$ cat src/rtl/aoc_bits_pkg.sv
// Shared constants, FSM encoding and nibble helpers for the bit-serial literal decoders.
// Latency: n/a (package only).
// Backpressure: n/a (package only).
package aoc_bits_pkg;

    localparam int NIBBLE_W    = 4;
    localparam int MAX_NIBBLES = 16;
    localparam int GROUP_BITS  = 5;
    localparam int NUMBER_W    = NIBBLE_W * MAX_NIBBLES;
    localparam int COUNT_W     = 7;

    localparam logic [COUNT_W-1:0] COUNT_MAX = '1;

    // Collector FSM encoding, kept as plain constants so older blocks can share it.
    localparam logic [1:0] ST_IDLE   = 2'd0;
    localparam logic [1:0] ST_PREFIX = 2'd1;
    localparam logic [1:0] ST_DATA   = 2'd2;
    localparam logic [1:0] ST_DONE   = 2'd3;

    // Write a nibble into slot 'slot' of a left-aligned number (slot 0 is the top nibble).
    function automatic logic [NUMBER_W-1:0] insertNibble(
        input logic [NUMBER_W-1:0] number,
        input logic [3:0]          slot,
        input logic [NIBBLE_W-1:0] nibble
    );
        logic [NUMBER_W-1:0] result;
        result = number;
        for (int k = 0; k < MAX_NIBBLES; k++) begin
            if (slot == k[3:0]) begin
                result[NUMBER_W-1-NIBBLE_W*k -: NIBBLE_W] = nibble;
            end
        end
        return result;
    endfunction

    // Increment that sticks at the counter's maximum instead of wrapping.
    function automatic logic [COUNT_W-1:0] satInc(input logic [COUNT_W-1:0] value);
        return (value == COUNT_MAX) ? value : value + 1'b1;
    endfunction

endpackage

$ cat src/rtl/literal_collector_if.sv
// Handshake and result bundle between a bit-stream source and the literal collector.
// Latency: n/a (wires only).
// Backpressure: bitReady gates each bitValid/bitIn transfer.
interface literal_collector_if;
    import aoc_bits_pkg::*;

    logic                  start;
    logic                  bitValid;
    logic                  bitIn;
    logic                  bitReady;
    logic                  busy;
    logic                  enable;
    logic [NUMBER_W-1:0]   inputNumber;
    logic [MAX_NIBBLES:0]  validNibbles;
    logic [COUNT_W-1:0]    bitsConsumed;
    logic                  overflow;

    // Stream source / consumer of the collected literal.
    modport master (
        output start, bitValid, bitIn,
        input  bitReady, busy, enable, inputNumber, validNibbles, bitsConsumed, overflow
    );

    // The collector itself.
    modport slave (
        input  start, bitValid, bitIn,
        output bitReady, busy, enable, inputNumber, validNibbles, bitsConsumed, overflow
    );

endinterface

$ cat src/rtl/literal_collector.sv
// Collects a 5-bit-grouped literal (continue flag + nibble) from a serial stream into a left-aligned number.
// Latency: enable pulses the cycle after the final data-bit transfer.
// Backpressure: bitReady only in PREFIX/DATA; bitValid low stalls every register.
module literal_collector
    import aoc_bits_pkg::*;
(
    input  logic                clk,
    input  logic                resetB,
    literal_collector_if.slave  bus
);

    logic [1:0]            state;
    logic [GROUP_BITS-1:0] groupIdx;
    logic [1:0]            dataCnt;
    logic [NIBBLE_W-2:0]   nibbleReg;
    logic                  lastGroup;
    logic [NUMBER_W-1:0]   inputNumber;
    logic [MAX_NIBBLES:0]  validNibbles;
    logic [COUNT_W-1:0]    bitsConsumed;
    logic                  overflow;

    logic                  bitReady;
    logic                  transfer;
    logic                  startAccept;
    logic                  prefixXfer;
    logic                  dataXfer;
    logic                  nibbleDone;
    logic                  groupsFull;
    logic [NIBBLE_W-1:0]   nibbleNext;

    assign bitReady    = (state == ST_PREFIX) || (state == ST_DATA);
    assign transfer    = bus.bitValid && bitReady;
    assign startAccept = (state == ST_IDLE) && bus.start;
    assign prefixXfer  = transfer && (state == ST_PREFIX);
    assign dataXfer    = transfer && (state == ST_DATA);
    assign nibbleDone  = dataXfer && (dataCnt == 2'd3);
    assign groupsFull  = (groupIdx >= GROUP_BITS'(MAX_NIBBLES));
    // Earlier three data bits sit MSB-first in nibbleReg; the current bit completes the nibble.
    assign nibbleNext  = {nibbleReg, bus.bitIn};

    // Control FSM: advances only on accepted start or on a bit transfer.
    always_ff @(posedge clk or negedge resetB) begin
        if (!resetB) begin
            state <= ST_IDLE;
        end else begin
            case (state)
                ST_IDLE:   if (startAccept) state <= ST_PREFIX;
                ST_PREFIX: if (prefixXfer)  state <= ST_DATA;
                ST_DATA:   if (nibbleDone)  state <= lastGroup ? ST_DONE : ST_PREFIX;
                default:   state <= ST_IDLE;
            endcase
        end
    end

    // Group bookkeeping: continue flag, data-bit position, partial nibble and saturating group index.
    always_ff @(posedge clk or negedge resetB) begin
        if (!resetB) begin
            groupIdx  <= '0;
            dataCnt   <= '0;
            nibbleReg <= '0;
            lastGroup <= 1'b0;
        end else if (startAccept) begin
            groupIdx  <= '0;
            dataCnt   <= '0;
            nibbleReg <= '0;
            lastGroup <= 1'b0;
        end else if (prefixXfer) begin
            // A zero prefix bit marks the final group of the literal.
            lastGroup <= ~bus.bitIn;
            dataCnt   <= '0;
        end else if (dataXfer) begin
            dataCnt   <= dataCnt + 2'd1;
            nibbleReg <= nibbleNext[NIBBLE_W-2:0];
            if (nibbleDone && !groupsFull) begin
                groupIdx <= groupIdx + 1'b1;
            end
        end
    end

    // Result registers: cleared by an accepted start, otherwise held so downstream can sample after DONE.
    always_ff @(posedge clk or negedge resetB) begin
        if (!resetB) begin
            inputNumber  <= '0;
            validNibbles <= '0;
            overflow     <= 1'b0;
        end else if (startAccept) begin
            inputNumber  <= '0;
            validNibbles <= '0;
            overflow     <= 1'b0;
        end else if (nibbleDone) begin
            if (groupsFull) begin
                // Beyond sixteen groups the nibble has no slot: drop it and flag the excess.
                validNibbles[MAX_NIBBLES] <= 1'b1;
                overflow                  <= 1'b1;
            end else begin
                inputNumber                 <= insertNibble(inputNumber, groupIdx[3:0], nibbleNext);
                validNibbles[groupIdx[3:0]] <= 1'b1;
            end
        end
    end

    // Stream bit counter covering prefix and data bits; sticks at its maximum on very long literals.
    always_ff @(posedge clk or negedge resetB) begin
        if (!resetB) begin
            bitsConsumed <= '0;
        end else if (startAccept) begin
            bitsConsumed <= '0;
        end else if (transfer) begin
            bitsConsumed <= satInc(bitsConsumed);
        end
    end

    assign bus.bitReady     = bitReady;
    assign bus.busy         = (state != ST_IDLE);
    assign bus.enable       = (state == ST_DONE);
    assign bus.inputNumber  = inputNumber;
    assign bus.validNibbles = validNibbles;
    assign bus.bitsConsumed = bitsConsumed;
    assign bus.overflow     = overflow;

endmodule

$ cat src/flat_wrapper.sv
// flat-port wrapper written by rule: the top's interface ports become plain ports
module literal_collector_flat import aoc_bits_pkg::*;
  (clk, resetB, bus_start, bus_bitValid, bus_bitIn, bus_bitReady, bus_busy, bus_enable, bus_inputNumber, bus_validNibbles, bus_bitsConsumed, bus_overflow);
  literal_collector_if bus_i ();
  input  logic clk;
  input  logic resetB;
  input wire logic [$bits(bus_i.start)-1:0] bus_start;
  input wire logic [$bits(bus_i.bitValid)-1:0] bus_bitValid;
  input wire logic [$bits(bus_i.bitIn)-1:0] bus_bitIn;
  output wire logic [$bits(bus_i.bitReady)-1:0] bus_bitReady;
  output wire logic [$bits(bus_i.busy)-1:0] bus_busy;
  output wire logic [$bits(bus_i.enable)-1:0] bus_enable;
  output wire logic [$bits(bus_i.inputNumber)-1:0] bus_inputNumber;
  output wire logic [$bits(bus_i.validNibbles)-1:0] bus_validNibbles;
  output wire logic [$bits(bus_i.bitsConsumed)-1:0] bus_bitsConsumed;
  output wire logic [$bits(bus_i.overflow)-1:0] bus_overflow;
  assign bus_i.start = bus_start;
  assign bus_i.bitValid = bus_bitValid;
  assign bus_i.bitIn = bus_bitIn;
  assign bus_bitReady = bus_i.bitReady;
  assign bus_busy = bus_i.busy;
  assign bus_enable = bus_i.enable;
  assign bus_inputNumber = bus_i.inputNumber;
  assign bus_validNibbles = bus_i.validNibbles;
  assign bus_bitsConsumed = bus_i.bitsConsumed;
  assign bus_overflow = bus_i.overflow;
  literal_collector u_core (.clk(clk), .resetB(resetB), .bus(bus_i));
endmodule
$ cat config.mk
export PLATFORM = sky130hd
export DESIGN_NAME = literal_collector_flat
export DESIGN_NICKNAME = d
export VERILOG_FILES = /design/src/rtl/aoc_bits_pkg.sv /design/src/rtl/literal_collector_if.sv /design/src/rtl/literal_collector.sv /design/src/flat_wrapper.sv
export SDC_FILE = /design/constraint.sdc
export NUM_CORES = 1
export LEC_CHECK = 0
export CORE_MARGIN = 1
export CORE_UTILIZATION = 67
export DETAILED_ROUTE_END_ITERATION = 8
export DONT_BUFFER_PORTS = 1
export PLACE_DENSITY = 0.84
export SYNTH_ARGS = -nofsm -noshare
export SYNTH_HDL_FRONTEND = slang
export SYNTH_SLANG_ARGS = --single-unit
export TNS_END_PERCENT = 30
$ cat constraint.sdc
create_clock -name clk -period 4.81 [get_ports clk]
set_input_delay 0.481 -clock clk [delete_from_list [all_inputs] [get_ports clk]]
set_output_delay 0.481 -clock clk [all_outputs]
set_load 0.02 [all_outputs]
======== Yosys cells after proc, flatten, opt, wreduce, memory -nomap -nowiden ========
Index checks and enable logic that the tools add are counted.
word-level totals
  register bits after elaboration ......... 102
  word-level logic and storage cells ...... 164
  input port bits ......................... 5
  bits in latches ......................... 0
  ROM bits ................................ 0
  output and inout port bits .............. 92
  memories kept ........................... 0
  RAM bits ................................ 0
operators by class
  shift-type cells ........................ 0
  reductions and logical operators ........ 57
  multipliers ............................. 0
  order comparisons ....................... 3
  bitwise logic cells ..................... 2
  multiplexer cells ....................... 48
  $add $sub $neg .......................... 3
  div/mod/pow operators ................... 0
  equal/unequal tests ..................... 26
operators with widths
  operator                                                    number
  2-to-1 mux 64 bit                                           3
  2-to-1 mux 4 bit                                            16
  AND reduction 3 bit                                         18
  nonzero test 2 bit                                          23
  2-to-1 mux 17 bit                                           2
  equality test 4 bit, second input constant                  8
  2-to-1 mux 7 bit                                            3
  2-to-1 mux 5 bit                                            4
  bitwise OR 17 x 16 -> 17 bit                                1
  equality test 4 x 3 -> 1 bit, second input constant         4
  2-to-1 mux 16 bit                                           1
  2-to-1 mux 2 bit                                            7
  != test 2 x 1 -> 1 bit, second input constant               6
  2-to-1 mux 3 bit                                            3
  equality test 4 x 2 -> 1 bit, second input constant         2
  AND reduction 2 bit                                         4
  adder 7 x 1 -> 7 bit, second input constant                 1
  equality test 7 bit, second input constant                  1
  logical AND 1 bit                                           7
  2-to-1 mux 1 bit                                            7
  equality test 2 bit, second input constant                  3
  less-than comparator 4 x 6 -> 1 bit, second input constant  1
  one-hot mux 2 bit (3 select lines)                          1
  adder 5 x 1 -> 5 bit, second input constant                 1
  12 further kinds                                            12

======== Logic depth before layout (Yosys ltp) ========
  word-level depth ........................ 10
  gate-level depth with buffers ........... 8
  gate-level depth less buffers ........... 6

======== Worst setup path before layout ========
No wires, ideal clock.
  path kind ............................... register -> register
  start point ............................. reg u_core.state[0]
  end point ............................... reg u_core.inputNumber[12], in the netlist u_core.bus.inputNumber[12]
  path buffers ............................ 2
  stages on the path, launching flop included .. 9
  setup slack ............................. 2890 ps
  required time ........................... 4681 ps
  clock period less this slack ............ 1920 ps
  arrival time ............................ 1791 ps
  cell sequence ........................... dfrtp_1 -> inv_1 -> ha_1 -> nand3_1 -> buf_2 -> or3_1 -> buf_6 -> nand3_1 -> o21ai_2
between the ends
  word-level cells in the longest chain between the ends .. 7
  elaborated cells on any way between the ends .. 13
  classes of those cells .................. 3 x eq/ne; 1 x mux; 9 x reduce/logical
ends and longest elaborated chain
  item                                                                 line                     text
  start: declaration                                                   literal_collector.sv:12  logic [1:0] state;
  start signal: assignment                                             literal_collector.sv:49  ST_DATA: if (nibbleDone) state <= lastGroup ? ST_DONE : ST_PREFIX;
  equality test 2 x 1 -> 1 bit or equality test 2 bit (tied branches)  literal_collector.sv:31  assign bitReady = (state == ST_PREFIX) || (state == ST_DATA);
  logical OR 1 bit (*)                                                 literal_collector.sv:31
  via bus_bitReady                                                     flat_wrapper.sv:10       output wire logic [$bits(bus_i.bitReady)-1:0] bus_bitReady;
  logical AND 1 bit (*)                                                literal_collector.sv:32  assign transfer = bus.bitValid && bitReady;
  logical AND 1 bit (*)                                                literal_collector.sv:35  assign dataXfer = transfer && (state == ST_DATA);
  logical AND 1 bit (*)                                                literal_collector.sv:36  assign nibbleDone = dataXfer && (dataCnt == 2'd3);
  nonzero test 2 bit (no source line) (*)                              -
  AND reduction 3 bit (no source line) (*)                             -
  end signal: assignment                                               literal_collector.sv:96  inputNumber <= insertNibble(inputNumber, groupIdx[3:0], nibbleNext);
  end: declaration                                                     literal_collector.sv:17  logic [NUMBER_W-1:0] inputNumber;
The timed path passes the listed nets; every way through them passes the cells marked *.
A chain may end at the register's enable or synchronous reset.

======== Worst setup path after layout ========
  start point ............................. reg u_core.state[0]
  end point ............................... reg u_core.inputNumber[41], in the netlist u_core.bus.inputNumber[41]
between the ends
  word-level cells in the longest chain between the ends .. 7
  elaborated cells on any way between the ends .. 13
  classes of those cells .................. 3 x eq/ne; 1 x mux; 9 x reduce/logical
ends and longest elaborated chain
  item                                                                 line
  equality test 2 x 1 -> 1 bit or equality test 2 bit (tied branches)  literal_collector.sv:31, literal_collector.sv:35
  logical OR 1 bit                                                     literal_collector.sv:31
  logical AND 1 bit                                                    literal_collector.sv:32
  logical AND 1 bit                                                    literal_collector.sv:35
  logical AND 1 bit                                                    literal_collector.sv:36
  nonzero test 2 bit (no source line)                                  -
  AND reduction 3 bit (no source line)                                 -
Several ways; a longest one is shown, not always the timed one.

==> summary.txt <==
Clock tree
  – CTS Buffer Depth: 2
  – H-tree levels: 3
  – Num CTS Buffers: 9
  – CTS clk-pin slew, worst paths: 100 ps
  – TritonCTS clock tree: done
  – Post-CTS Setup Inserts: 0
  – Root Buffer: clkbuf_8
  – Clock sink total: 102
  – Clock latency at the later pin of the worst-skew pair: 370 ps
  – Post-CTS sizing: 0

Status
  – Status: completed

Pwr
  – Switching share of power: 0.316
  – Switching power: 0.577 mW
  – Maximum vdd drop: 0.347 mV
  – P_leak: 2.02 nW
  – Reg power frac: 0.504
  – Clock power frac: 0.323
  – Internal Power: 1.25 mW
  – Combinational power share: 0.173
  – Power Total: 1.83 mW
  – Power density over the cells: 396 nW/um2

Timing
  – Slew Limit Fails: 0
  – Total negative slack: 0 ps
  – RSZ-0062 raised after global routing: false
  – Clock skew: 6.70 ps
  – Worst-Margin Slew: 770 ps
  – Fin crit share: 0.565
  – Worst slew margin: 0.487
  – Setup violations, final: 0
  – Fmax: 0.368 GHz
  – Fin crit period: 2720 ps
  – Final hold vios: 0

Layout
  – Multi-input gate area: 1590 um2
  – Fillers: 451
  – Post-layout nets: 420
  – Diodes inserted: 0
  – Layout area overhead: 5.20%
  – FF/Latch Area: 2550 um2
  – Share of layout cells above drive strength 1: 0.117

Floorplan
  – DIE AREA: 6870 um2
  – Std cell rows: 29
  – Number of top-level pins: 97
  – Initial Utilization: 0.694
  – Core footprint: 6310 um2
  – Die width: 82.9 um
  – Height of the die: 82.9 um

Yosys
  – Post-synth EDFFs: 0
  – Mapped cell area: 4380 um2
  – Sequential-to-total area share from yosys stat: 0.583
  – Synthesis warning total: 0
  – Prevailing post-synth register cell: dfrtp_1
  – Seq cells post-synth: 102
  – Synthesized area per cell: 10.6 um2
  – Post-synth ARST share: 1.00
  – Syn Inst Count: 414
  – Synth cell types: 39
  – Syn Nets: 430

Run
  – Max_cap viols: 0

Setup path
  – Crit path DAT: 3000 ps
  – FF-to-FF Start: u_core.state[0]
  – WP data required: 5090 ps
  – CP Class: register to register
  – Setup crit end kind: register
  – Critical Path Start: u_core.state[0]
  – Crit Path Max Fanout: 40
  – Startpoint types: register

Drt
  – Post-route DRC: 0
  – TritonRoute pass-1 iters: 4
  – Initial DRC count: 192
  – Antenna Violating Nets Remaining: 0
  – Vias per cell: 6.33
  – Post-Route WL: 9120 um
  – Via Count: 3076
  – Wire per inst: 18.8 um

GRT
  – GRT Total Usage: 0.286
  – First-pass GRT wire length: 15600 um
  – Largest net degree at the start of global routing: 103
  – Initial antenna violation count: 0
  – Grt ovf: 0
  – Vias in the first global route: 3063

Placed design
  – Post-DP HPWL: 5980 um
  – Port-buffer cells: 0
  – Routability congestion estimate: 0.830

Hold path
  – Worst min path class: input port to asynchronous set/reset pin
## metrics by stage
| step | instance area, um2 | hold WS (ps) | util | setup slack (ps) | std cells |
|---|---|---|---|---|---|
| floorplan | 4380 | 185 | - | 2890 | 414 |
| global placement | 4360 | 188 | 0.691 | 2260 | 469 |
| detailed placement | 4360 | 187 | 0.691 | 2150 | 469 |
| CTS | 4610 | 52.4 | 0.730 | 2150 | 486 |
| global route | 4610 | 54.4 | 0.730 | 1870 | 486 |
| finish | 4610 | 21.6 | 0.730 | 2090 | 486 |
## logic make-up after synthesis
logic type / Yosys count / synth area share
simple gates: 133 / 0.174
compound gates: 109 / 0.143
flops: 102 / 0.583
buf+inv: 52 / 0.0548
fa+ha+maj: 11 / 0.0314
xor+xnor: 5 / 0.0100
mux: 2 / 0.00457
## worst paths after layout
kind	depth (start not counted)	slack [ps]	endpoint
worst max-delay path	6	2090	u_core.bus.inputNumber[41]
worst min-delay path	1	20	u_core.bus.inputNumber[19]
worst max register to register	6	2090	u_core.bus.inputNumber[41]
worst min register to register	2	540	u_core.dataCnt[1]
max in group asynchronous	1	4400	u_core.dataCnt[1]
min in group clk	2	240	u_core.nibbleReg[0]
## worst max-delay path: stages, from the launching register on
cell and delay (ps):
dfrtp_1 430, inv_1 110, ha_1 250, nand2_2 480, buf_4 480, nand2_1 520, o21ai_0 330
## power groups by stage
| stage | Sequential (mW) | Clock, mW | Combinational, mW |
|---|---|---|---|
| 6_report | 0.920 | 0.591 | 0.316 |
| 3_5_place_dp | 0.937 | 0 | 0.294 |
| 2_1_floorplan | 0.930 | 0 | 0.246 |
| 4_1_cts | 0.920 | 0.595 | 0.314 |
| 3_3_place_gp | 0.935 | 0 | 0.289 |
| 5_1_grt | 0.924 | 0.628 | 0.347 |
## what timing repair did
action | CTS | global route
hold endpoints to repair | 102 | 0
hold buffers | 1 | 0
setup endpoints to repair | 0 | 0
## area by class of cell
| class | instances | share of cell area |
|---|---|---|
| repair buffers | 3 | 0.00923 |
| well taps | 77 | 0.0209 |
| clock inverters | 7 | 0.0212 |
| flip-flops and latches | 102 | 0.554 |
| inverters | 28 | 0.0228 |
| multi-input cells | 260 | 0.345 |
| clock buffers | 9 | 0.0269 |
## Yosys cell counts, types with 2 or more instances
cell,n,area share
dfrtp_1,102,0.58
nand3_1,75,0.086
o21ai_0,40,0.046
inv_1,28,0.024
o21ai_1,25,0.029
a21oi_1,19,0.022
nor2_1,15,0.013
nand2_1,14,0.012
ha_1,11,0.031
clkbuf_1,10,0.0086
a21oi_2,8,0.016
o21ai_2,7,0.014
and2_1,5,0.0071
buf_1,5,0.0043
buf_6,5,0.013
a31oi_1,4,0.0057
and3_1,4,0.0057
nand3_4,4,0.016
or3_1,4,0.0057
buf_2,3,0.0034
xnor2_1,3,0.0060
and4bb_2,2,0.0057
mux2i_1,2,0.0046
nand3_2,2,0.0046
o31ai_1,2,0.0034
xor2_1,2,0.0040
## state kept, by name, summed over array words and instances (netlist names)
register / flops
u_core.bus.inputNumber: 64
u_core.bus.overflow: 1
u_core.dataCnt: 2
u_core.state: 2
u_core.groupIdx: 5
u_core.bus.validNibbles: 17
u_core.bus.bitsConsumed: 7
u_core.lastGroup: 1
u_core.nibbleReg: 3
## metal layers
| layer | global-route usage | share of wire |
|---|---|---|
| met1 | 0.369 | 0.41 |
| met2 | 0.462 | 0.50 |
| met3 | 0.0905 | 0.075 |
| met4 | 0.100 | 0.022 |
| met5 | 0 | 0 |
## cells in the final DEF (no fill, tap or decap), types with 4 or more instances in the layout
cell type and count:
o21ai_1 25, nand3_1 75, and3_1 4, and2_1 5, clkbuf_8 9, inv_1 28
a21oi_2 8, nand2_1 13, nor2_1 15, nand3_4 4, a31oi_1 4, or3_1 4
dfrtp_1 102, o21ai_0 40, a21oi_1 19, o21ai_2 7, ha_1 11
(Power assumes the default switching activity.)
